**src/rtl/scarv_cpu_cop_bridge.sv**
```systemverilog
// scarv_cpu_cop_bridge
// CPU-side initiator for the CPU/COP instruction interface. Issues host
// instructions to the COP on the cpu_insn_req/cop_insn_ack handshake, tracks
// instructions the COP has accepted but not finished, takes results on the
// cop_insn_rsp/cpu_insn_ack handshake and forwards GPR writebacks and result
// codes to the host.
//
// Ports:
//   g_clk, g_reset                     clock, synchronous active-high reset
//   host_valid/host_ready              host issue handshake
//   host_enc, host_rs1, host_flush     instruction, operand, pipeline flush
//   cpu_insn_req/cop_insn_ack          request handshake to the COP
//   cpu_abort_req                      one-cycle abort of a pending request
//   cpu_insn_enc, cpu_rs1              request payload, stable while requesting
//   cop_wen/waddr/wdata/result         COP result payload
//   cop_insn_rsp/cpu_insn_ack          result handshake
//   wb_ready                           host writeback port free
//   gpr_wen/waddr/wdata                GPR writeback (registered)
//   cmpl_valid, cmpl_result            completion pulse and result code
//   busy                               work in flight or request pending
//
// Optional feature macro: SCARV_COP_BRIDGE_WDT_EN adds a watchdog that
// aborts and reports result 3'b111 after WDT_CYCLES cycles without a finish.
//
// States:
//   IDLE | no request to the COP; host may issue when below the limit
//   REQ  | request presented to the COP, payload held until accept

module scarv_cpu_cop_bridge #(
    parameter int MAX_OUTSTANDING = 2,
    parameter int WDT_CYCLES      = 255
) (
    input  logic        g_clk,
    input  logic        g_reset,
    input  logic        host_valid,
    output logic        host_ready,
    input  logic [31:0] host_enc,
    input  logic [31:0] host_rs1,
    input  logic        host_flush,
    output logic        cpu_insn_req,
    input  logic        cop_insn_ack,
    output logic        cpu_abort_req,
    output logic [31:0] cpu_insn_enc,
    output logic [31:0] cpu_rs1,
    input  logic        cop_wen,
    input  logic [4:0]  cop_waddr,
    input  logic [31:0] cop_wdata,
    input  logic [2:0]  cop_result,
    input  logic        cop_insn_rsp,
    output logic        cpu_insn_ack,
    input  logic        wb_ready,
    output logic        gpr_wen,
    output logic [4:0]  gpr_waddr,
    output logic [31:0] gpr_wdata,
    output logic        cmpl_valid,
    output logic [2:0]  cmpl_result,
    output logic        busy
);

    if (MAX_OUTSTANDING < 1 || MAX_OUTSTANDING > 7 || WDT_CYCLES < 1) begin : g_param_check
        $error("scarv_cpu_cop_bridge: MAX_OUTSTANDING must be 1..7 and WDT_CYCLES >= 1");
    end

    localparam logic [2:0] MAX_CNT = 3'(MAX_OUTSTANDING);

    typedef enum logic {IDLE = 1'b0, REQ = 1'b1} state_t;

    state_t     state, state_nxt;
    logic [2:0] count;
    logic       accept, finish, finish_eff, issue, flush_abort, wdt_fire;

    assign accept       = cpu_insn_req & cop_insn_ack;
    assign cpu_insn_ack = (count != 3'd0) & wb_ready;
    assign finish       = cop_insn_rsp & cpu_insn_ack;
    assign issue        = host_valid & host_ready;
    // Accept wins over a flush in the same cycle.
    assign flush_abort  = (state == REQ) & host_flush & ~cop_insn_ack;
    assign finish_eff   = finish & ~wdt_fire;
    assign busy         = (count != 3'd0) | cpu_insn_req;

`ifdef SCARV_COP_BRIDGE_WDT_EN
    localparam int WDT_W = ($clog2(WDT_CYCLES + 1) > 8) ? $clog2(WDT_CYCLES + 1) : 8;
    logic [WDT_W-1:0] wdt_cnt;

    always_ff @(posedge g_clk) begin
        if (g_reset || count == 3'd0 || finish || wdt_fire) begin
            wdt_cnt <= '0;
        end else begin
            wdt_cnt <= wdt_cnt + 1'b1;
        end
    end

    // Fires on the WDT_CYCLES-th consecutive cycle without a finish.
    assign wdt_fire = (count != 3'd0) & (wdt_cnt == WDT_W'(WDT_CYCLES - 1));
`else
    assign wdt_fire = 1'b0;
`endif

    always_ff @(posedge g_clk) begin
        if (g_reset) begin
            state <= IDLE;
        end else begin
            state <= state_nxt;
        end
    end

    always_comb begin
        state_nxt = state;
        case (state)
            IDLE: if (issue) state_nxt = REQ;
            REQ:  if (accept || host_flush || wdt_fire) state_nxt = IDLE;
            default: state_nxt = IDLE;
        endcase
    end

    always_comb begin
        cpu_insn_req = (state == REQ);
        host_ready   = (state == IDLE) & (count < MAX_CNT) & ~host_flush & ~g_reset;
    end

    always_ff @(posedge g_clk) begin
        if (g_reset) begin
            cpu_insn_enc  <= '0;
            cpu_rs1       <= '0;
            cpu_abort_req <= 1'b0;
            count         <= '0;
        end else begin
            if (issue) begin
                cpu_insn_enc <= host_enc;
                cpu_rs1      <= host_rs1;
            end
            cpu_abort_req <= flush_abort | wdt_fire;
            if (wdt_fire) begin
                count <= '0;
            end else if (accept && !finish_eff && count < MAX_CNT) begin
                count <= count + 3'd1;
            end else if (finish_eff && !accept && count != 3'd0) begin
                count <= count - 3'd1;
            end
        end
    end

    always_ff @(posedge g_clk) begin
        if (g_reset) begin
            cmpl_valid  <= 1'b0;
            cmpl_result <= '0;
            gpr_wen     <= 1'b0;
            gpr_waddr   <= '0;
            gpr_wdata   <= '0;
        end else begin
            cmpl_valid <= finish_eff | wdt_fire;
            gpr_wen    <= 1'b0;
            if (wdt_fire) begin
                cmpl_result <= 3'b111;
            end else if (finish) begin
                cmpl_result <= cop_result;
                gpr_waddr   <= cop_waddr;
                gpr_wdata   <= cop_wdata;
                gpr_wen     <= cop_wen & (cop_waddr != 5'd0);
            end
        end
    end

endmodule

```
**config.mk**
```make
export PLATFORM = sky130hd
export DESIGN_NAME = scarv_cpu_cop_bridge
export DESIGN_NICKNAME = d
export VERILOG_FILES = /design/src/rtl/scarv_cpu_cop_bridge.sv
export SDC_FILE = /design/constraint.sdc
export NUM_CORES = 1
export LEC_CHECK = 0
export CORE_UTILIZATION = 35
export CTS_BUF_LIST = sky130_fd_sc_hd__clkbuf_8
export DETAILED_ROUTE_END_ITERATION = 6
export DONT_BUFFER_PORTS = 1
export PLACE_DENSITY = 0.61
export SKIP_LAST_GASP = 1
export SLEW_MARGIN = 0
export SYNTH_ARGS = -nofsm -noshare
export SYNTH_HDL_FRONTEND = slang
export SYNTH_SLANG_ARGS = --single-unit
export TNS_END_PERCENT = 50
```
**constraint.sdc**
```tcl
create_clock -name g_clk -period 4.9 [get_ports g_clk]
set_clock_uncertainty 0.05 [all_clocks]
set_input_delay 0.49 -clock g_clk [delete_from_list [all_inputs] [get_ports g_clk]]
set_output_delay 0.49 -clock g_clk [all_outputs]
set_load 0.01 [all_outputs]
```
==> results.md, run 1 <==
- Clk sinks: 111
- Most frequent cells in the layout: nand2_1, dfxtp_1, a21oi_1
- Vias in the first global route: 2908
- Post-cts resize count: 0
- Critical path class: reg2reg
- Final period util: 47.32%
- DRT antenna net count: 0
- Top Family by Delay on Critical Path: simple AND/OR/NAND/NOR gates
- HP Class: in2reg
- Row Count: 38
- WP data arrival: 2.55 ns
- Post-CTS Setup Bufs: 0
- Hold slack: 0.1309 ns
- Startpoint Class: flop
- Max Fclk: 431.3 MHz
- Remaining DRCs: 0
- Commonest non-fill, non-tap cell in the layout: nand2_1
- Max-Cap Viols: 0
- Setup TNS: 0 ns
- Total Routing Usage GR: 14.69%
- CTS tree: done
- Root Driver: clkbuf_8
- Area Growth Syn to Fin: 4.367%
- Largest net degree at the start of global routing: 114
- DR top layer: met4
- CP max stage delay: 0.49 ns
- Setup-failing EPs final: 0
- Slew HR: 22.70%
- Core Box Area: 10980 µm²
- # diodes: 0
- WL/cell: 15.03 µm
- Port Buf Inserts: 0
- Peak supply drop: 0.0001536 V
- Layout cells sized above 1: 5.000%
- Metal3 WL: 732 µm
- Initial Util: 36.52%
- Die height: 109.1 µm
- WL met2: 4.733 mm
- Final Slew Violations: 0
- Crit-path cells: and3_1 > or4_1 > fa_1 > nor4b_1 > nor3_1 > a211oi_1
- Synth Warn #: 0
- Die X-Extent: 109.1 µm
- Unrepaired setup endpoints after global routing: false
- Cts hold-fix bufs: 0
- IO Pins: 223
- Layout Nets: 588
- Mapped Cells: 496
- Drt pass-1 iters: 5
- Skew-Pair Late Insertion Delay: 0.36 ns
- Die area: 11890 µm²
- GP Congestion: 0.7670
- FF+latch count, synth: 111
- Synth Net Count: 609
- PwrDens: 373.1 nW/µm²
- WL final: 9.319 mm
- Cell Count, Final, Fillers Out: 620
- Cell variety after synth: 33
- Critical path buffers and inverters: 0
- Proportion of synthesized chip area in sequential cells: 55.40%
- Cts bufs inserted: 9
- Global-route wire length before repair: 13.37 mm
- Worst Path Required: 5.14 ns
- Longest Clk Path Bufs: 2
- Final HPWL DP: 6.451 mm
- Worst slew pin tran: 1.159 ns
- Leak Pwr: 0.001353 µW
- Via density: 5.140
- Number of DRC markers in iteration 0: 213
- Post-synthesis cell area: 4011 µm²
- Worst-path clk slew: 0.09 ns
- Critical-path cell with the highest stage delay: or4_1
- Total congestion overflow: 0
- Tmin final: 2.319 ns
- H-tree levels: 3
- Placed cells: 604
- Setup crit end kind: flop
- Status: finished, final reports clean
- Avg Cell Area, Syn: 8.087 µm²
- Antenna violations before repair: 0
- Max FO, Critical Path: 7
- Hold Vio Cnt, Final: 0
- Vias: 3187
- Wl on met1: 3.567 mm
[cell families after synthesis]
logic type | synth area share (%)
and+or+nand+nor | 24.21
adders and majority gates | 0.4991
buffers and inverters | 5.521
DFF | 55.40
AOI/OAI and AO/OA | 14.38
[power by group]
part / switching (µW) / internal, µW
Clock: 288 / 238
Sequential: 33.5 / 929
Combinational: 46.7 / 26.2
Total: 368 / 1190
[sequential cells by signal, indices dropped and copies added (netlist names)]
signal and count:
cmpl_result 3, cmpl_valid 1, count 3, cpu_abort_req 1, cpu_insn_enc 32, cpu_insn_req 1
cpu_rs1 32, gpr_waddr 5, gpr_wdata 32, gpr_wen 1
[routing by layer]
metal  vias up  track usage, %
li1       1560               -
met1      1479           14.75
met2       124           25.88
met3        24           4.543
met4         0           10.04
met5         -               0
[cells in the mapped netlist, drive strengths merged]
| cell type | number | area (µm²) |
|---|---|---|
| nor4b | 3 | 26.28 |
| or4 | 1 | 7.510 |
| nor2b | 1 | 6.260 |
| or2 | 1 | 6.260 |
| and4b | 1 | 10.01 |
| or3 | 1 | 6.260 |
| a211oi | 1 | 7.510 |
| o32a | 1 | 10.01 |
| buf | 18 | 156.4 |
| and3 | 1 | 6.260 |
| a311oi | 1 | 8.760 |
| or3b | 1 | 8.760 |
| o311a | 1 | 10.01 |
| o21ai | 2 | 10.01 |
| nand3 | 1 | 5.000 |
| dfxtp | 111 | 2222 |
| fa | 1 | 20.02 |
| nor4 | 1 | 6.260 |
| nor4bb | 1 | 10.01 |
| nor3 | 2 | 21.27 |
| nand4 | 1 | 6.260 |
| nand4b | 1 | 8.760 |
| nor2 | 7 | 31.28 |
| nand2b | 2 | 12.51 |
| clkbuf | 17 | 65.06 |
| nand2 | 211 | 792.0 |
| a21oi | 106 | 530.5 |
[worst register-to-register path, stage by stage, from the launching register on]
cell      delay (ns)
dfxtp_1         0.41
and3_1          0.22
or4_1           0.49
fa_1            0.41
nor4b_1         0.35
nor3_1          0.10
a211oi_1        0.21
[final cells by class]
class                      instances  area, µm²
fill                            1152       6797
sequential                       111       2222
multi-input combinational        350       1572
clock buffer                      13      178.9
tap                              140      175.2
timing repair buffer               3      22.52
clock inverter                     3      16.27
[path summary, 6_finish.rpt]
kind / from / endpoint / slack, ns / cells after the start
max reg2reg: count[0] / count[2] / 2.58 / 6
min reg2reg: cpu_rs1[15] / cpu_rs1[15] / 0.45 / 2
max: count[0] / count[2] / 2.58 / 6
min: g_reset / cpu_rs1[28] / 0.13 / 1
[stage by stage]
step / setup WS (ns) / cell area (µm²) / power, µW / util [%]
floorplan: 2.671 / 4011 / 1057 / -
global placement: 2.585 / 3991 / 1053 / 36.34
detailed placement: 2.521 / 3991 / 1058 / 36.34
CTS: 2.572 / 4187 / 1589 / 38.12
global route: 2.474 / 4187 / 1632 / 38.12
finish: 2.581 / 4187 / 1562 / 38.12
Power figures use the tool's default switching activity.
==> inputs of run 2 (changes only) <==
Settings changed: PLACE_DENSITY 0.61 to 0.63.
Clock period 4.9 ns to 2.08 ns, I/O delays scaled along.
==> results.md, run 2 (same netlist as run 1, synthesis figures left out) <==
- Commonest non-fill, non-tap cell in the layout: nand2_1
- CP Launch Point: count[0]
- Final Slew Violations: 0
- Startpoint Class: flop
- Slew HR: 73.41%
- Flop pwr share: 60.4%
- Unrepaired setup endpoints after global routing: true
- DRT antenna net count: 0
- Total congestion overflow: 0
- Setup-failing EPs final: 1
- Die height: 109.1 µm
- Top flop regs: cpu_insn_enc: 32 flops, cpu_rs1: 32 flops, gpr_wdata: 32 flops
- HP Class: in2reg
- Peak supply drop: 0.0003867 V
- R2r startpoint: count[0]
- Clk sinks: 111
- Row Count: 38
- # diodes: 0
- Drt pass-1 iters: 4
- Fillers: 1003
- Hold slack: 0.1340 ns
- Crit path setup slack, layout: -0.004642 ns
- Antenna violations before repair: 0
- Core Box Area: 10980 µm²
- Worst hold start: wb_ready
- Area after DPL: 4075 µm²
- Total Routing Usage GR: 17.93%
- Status: finished, violations left
- WP data arrival: 2.34 ns
- Layout Nets: 713
- PwrDens: 684.7 nW/µm²
- Longest Clk Path Bufs: 2
- Via density: 5.054
- Worst Path Required: 2.33 ns
- IO Pins: 223
- Critical path class: reg2reg
- Final Cell Area: 5473 µm²
- Area Growth Syn to Fin: 36.43%
- H-tree levels: 3
- Max FO, Critical Path: 3
- Hold Vio Cnt, Final: 0
- Max Fclk: 479.7 MHz
- Final HPWL DP: 6.375 mm
- Power Total: 3747 µW
- Vias: 3755
- Sw power: 937.7 µW
- Number of DRC markers in iteration 0: 246
- Root Driver: clkbuf_8
- WL final: 11.69 mm
- Failing checks: setup timing
- Max-Cap Viols: 0
- GP Congestion: 0.7538
- Die X-Extent: 109.1 µm
- Global-route wire length before repair: 16.33 mm
- Worst-path clk slew: 0.09 ns
- CTS tree: done
- Setup crit end kind: flop
- Skew-Pair Late Insertion Delay: 0.36 ns
- Port Buf Inserts: 0
- Initial Util: 36.52%
- Clock power share: 29.2%
- Comb power frac: 10.4%
- Cell Int Power: 2810 µW
- Die area: 11890 µm²
- Worst slew pin tran: 0.3989 ns
- Remaining DRCs: 0
- WL/cell: 15.74 µm
- Switch share: 25.02%
- Leak Pwr: 0.001987 µW
- Cts bufs inserted: 9
- Pre-CTS setup slack: -0.03050 ns
- Final period util: 100.2%
- Layout cells sized above 1: 7.297%
- Tmin final: 2.085 ns
- Most frequent cells in the layout: nand2_1, dlygate4sd3_1, dfxtp_1
- Vias in the first global route: 3617
- Largest net degree at the start of global routing: 80
## run 2: path summary, 6_finish.rpt
check	end	slack, ns	cells past startpoint
setup / recovery	count[1]	-0.005	6
hold / removal	count[2]	0.13	3
setup reg to reg	count[1]	-0.005	6
hold reg to reg	cpu_insn_enc[17]	0.46	2
## run 2: timing repair
item / CTS / global route
gates cloned: 0 / 2
hold buffers: 111 / 3
endpoints found under the setup margin: 2 / 32
buffers inserted: 0 / 4
resized for setup: 0 / 8
pin swaps: 0 / 2
endpoints found under the hold margin: 111 / 2
## run 2: layout make-up
class                   count  area (µm²)  share of cell area (%)
repair buffers            128        1323                   24.17
well taps                 140       175.2                   3.201
flip-flops and latches    111        2223                   40.63
multi-input cells         350        1599                   29.22
clock buffers               9       123.9                   2.263
clock inverters             5       28.78                  0.5258
## run 2: layer usage
metal	wire length (µm)	share of wire (%)	vias to the layer above	global-route usage, %
met1	4304	37	1745	16.87
li1	-	-	1817	-
met2	6143	53	161	32.52
met5	0	0	-	0
met3	883	7.6	32	7.053
met4	362	3.1	0	10.81
## run 2: metrics by stage
stage	TNS [ns]	utilization, %	cells
6_report	-0.004642	49.83	743
5_1_grt	-0.4253	49.83	743
4_1_cts	-0.08864	48.77	736
3_5_place_dp	-0.03799	37.10	611
3_3_place_gp	0	37.10	611
2_1_floorplan	-0.02302	-	496
## run 2: power groups by stage
stage / Clock [µW] / Combinational [µW] / Sequential (µW)
finish: 1100 / 389 / 2260
global placement: 0 / 184 / 2310
detailed placement: 0 / 193 / 2310
CTS: 1150 / 357 / 2260
global route: 1230 / 423 / 2270
floorplan: 0 / 190 / 2300
## run 2: worst max-delay path: stages (launching register included)
cell and delay [ns]:
dfxtp_2 0.33, and3_4 0.14, or4_4 0.48, fa_2 0.56, nand2b_1 0.06, o32a_1 0.28
a21oi_1 0.12
==> inputs of run 3 (changes only) <==
Settings changed: RECOVER_POWER set to 50.
Clock period 2.08 ns to 1.85 ns, I/O delays scaled along.
==> results.md, run 3 (same netlist as run 1, synthesis figures left out) <==
- Max-Cap Viols: 0
- Critical-path cell with the highest stage delay: fa_2
- PwrDens: 1046 nW/µm²
- Setup crit end kind: flop
- Power Total: 4658 µW
- R2r startpoint: count[0]
- Unrepaired setup endpoints after global routing: true
- Hold slack: -0.1768 ns
- Port Buf Inserts: 0
- Via density: 5.096
- Most frequent cells in the layout: nand2_1, dfxtp_1, a21oi_1
- Antenna violations before repair: 0
- Critical path buffers and inverters: 0
- Worst Path Required: 2.10 ns
- Final HPWL DP: 6.329 mm
- Vias in the first global route: 2998
- Worst slew pin tran: 0.3312 ns
- IO Pins: 223
- Status: finished, violations left
- WP depth: 6
- Peak supply drop: 0.0003669 V
- Die height: 109.1 µm
- Startpoint Class: flop
- Area after DPL: 4123 µm²
- GP Congestion: 0.7956
- CTS tree: done
- Drt pass-1 iters: 5
- Layout Nets: 601
- Cts bufs inserted: 9
- Worst hold start: g_reset
- Top Family by Delay on Critical Path: simple AND/OR/NAND/NOR gates
- Final Cell Area: 4452 µm²
- Max FO, Critical Path: 3
- Final design utilization: 40.53%
- Leak Pwr: 0.001475 µW
- H-tree levels: 3
- Max Fclk: 489.8 MHz
- CP Launch Point: count[0]
- Total Routing Usage GR: 14.80%
- Vias: 3226
- Tmin final: 2.042 ns
- Critical path class: reg2reg
- Number of DRC markers in iteration 0: 179
- Commonest non-fill, non-tap cell in the layout: nand2_1
- Failing checks: hold timing, setup timing
- DRT antenna net count: 0
- Area Growth Syn to Fin: 10.98%
- Skew-Pair Late Insertion Delay: 0.36 ns
- # diodes: 0
- Longest Clk Path Bufs: 2
- Hold Vio Cnt, Final: 110
- WL final: 9.177 mm
- Clk sinks: 111
- Crit path setup slack, layout: -0.1916 ns
- Worst reg2reg path depth: 6
- Hold depth: 1
- Die X-Extent: 109.1 µm
- Global-route wire length before repair: 13.64 mm
- Cts hold-fix bufs: 5
- Post-CTS Setup Bufs: 0
- WL/cell: 14.50 µm
- HP Class: in2reg
- Root Driver: clkbuf_8
- Setup-failing EPs final: 2
- Slew HR: 77.92%
- WP data arrival: 2.29 ns
- Die area: 11890 µm²
- Core Box Area: 10980 µm²
- CP max stage delay: 0.55 ns
- Layout cells sized above 1: 8.316%
- Top flop regs: cpu_insn_enc: 32 flops, cpu_rs1: 32 flops, gpr_wdata: 32 flops
- Final period util: 110.4%
- Final Slew Violations: 0
- Remaining DRCs: 0
- Row Count: 38
- Largest net degree at the start of global routing: 114
- Total congestion overflow: 0
- Crit-path cells: and3_4 > or4_4 > fa_2 > nand2b_1 > o32a_1 > a21oi_2
- Initial Util: 36.52%
- Worst-path clk slew: 0.10 ns
[run 3: changes by cell type in the layout (fill, tap and decap cells not counted), moves of 2 or more]
cell,delta
buf_4,-4
dfxtp_1,-2
dfxtp_4,+2
clkbuf_16,-2
clkinv_2,-2
clkbuf_8,+2
dlygate4sd3_1,-106
bufinv_16,+4
[run 3: layer usage]
metal / wire, µm / global-route usage (%) / up-vias
met5: 0 / 0 / -
met4: 288 / 9.942 / 0
met3: 669 / 4.005 / 22
met2: 4640 / 26.55 / 133
met1: 3578 / 14.89 / 1479
li1: - / - / 1592
[run 3: what timing repair did]
action                                 4_1_cts  5_1_grt
setup endpoints to repair                    2        2
gates resized for setup                      0        1
pin swaps                                    1        0
endpoints found under the hold margin      111      110
[run 3: per-stage QoR]
step	TNS (ns)	hold slack, ns	setup WS, ns	instances
finish	-0.3282	-0.1768	-0.1916	633
global route	-0.4278	-0.2233	-0.2399	633
CTS	-0.3419	-0.2193	-0.1934	633
detailed placement	-0.4129	0.2026	-0.2247	612
global placement	-0.2717	0.2042	-0.1765	612
floorplan	-0.3245	0.2107	-0.1960	496
[run 3: worst reg2reg max path, delay by kind of cell, from the launching register on]
kind / cells / cell delay, ns
AO/OA/AOI/OAI: 2 / 0.41
adder cells (fa/ha/maj): 1 / 0.55
flip-flops: 1 / 0.35
AND/OR/NAND/NOR: 3 / 0.62
[run 3: final timing paths]
| path | end | slack, ns |
|---|---|---|
| max reg2reg | count[1] | -0.19 |
| min | cpu_insn_req | -0.18 |
| min reg2reg | cpu_insn_enc[23] | 0.45 |
| max | count[1] | -0.19 |
[run 3: report_power, final]
group | switching [µW] | total, µW | internal (µW)
sequential | 81.3 | 2540 | 2460
clock | 777 | 1890 | 1110
combinational | 137 | 230 | 92.3
total | 996 | 4660 | 3660
[run 3: final cells by class]
type / count / area [µm²]
sequential: 111 / 2231
clock inverter: 5 / 127.6
multi-input combinational: 350 / 1600
fill: 1111 / 6531
timing repair buffer: 16 / 166.4
tap: 140 / 175.2
clock buffer: 11 / 151.4
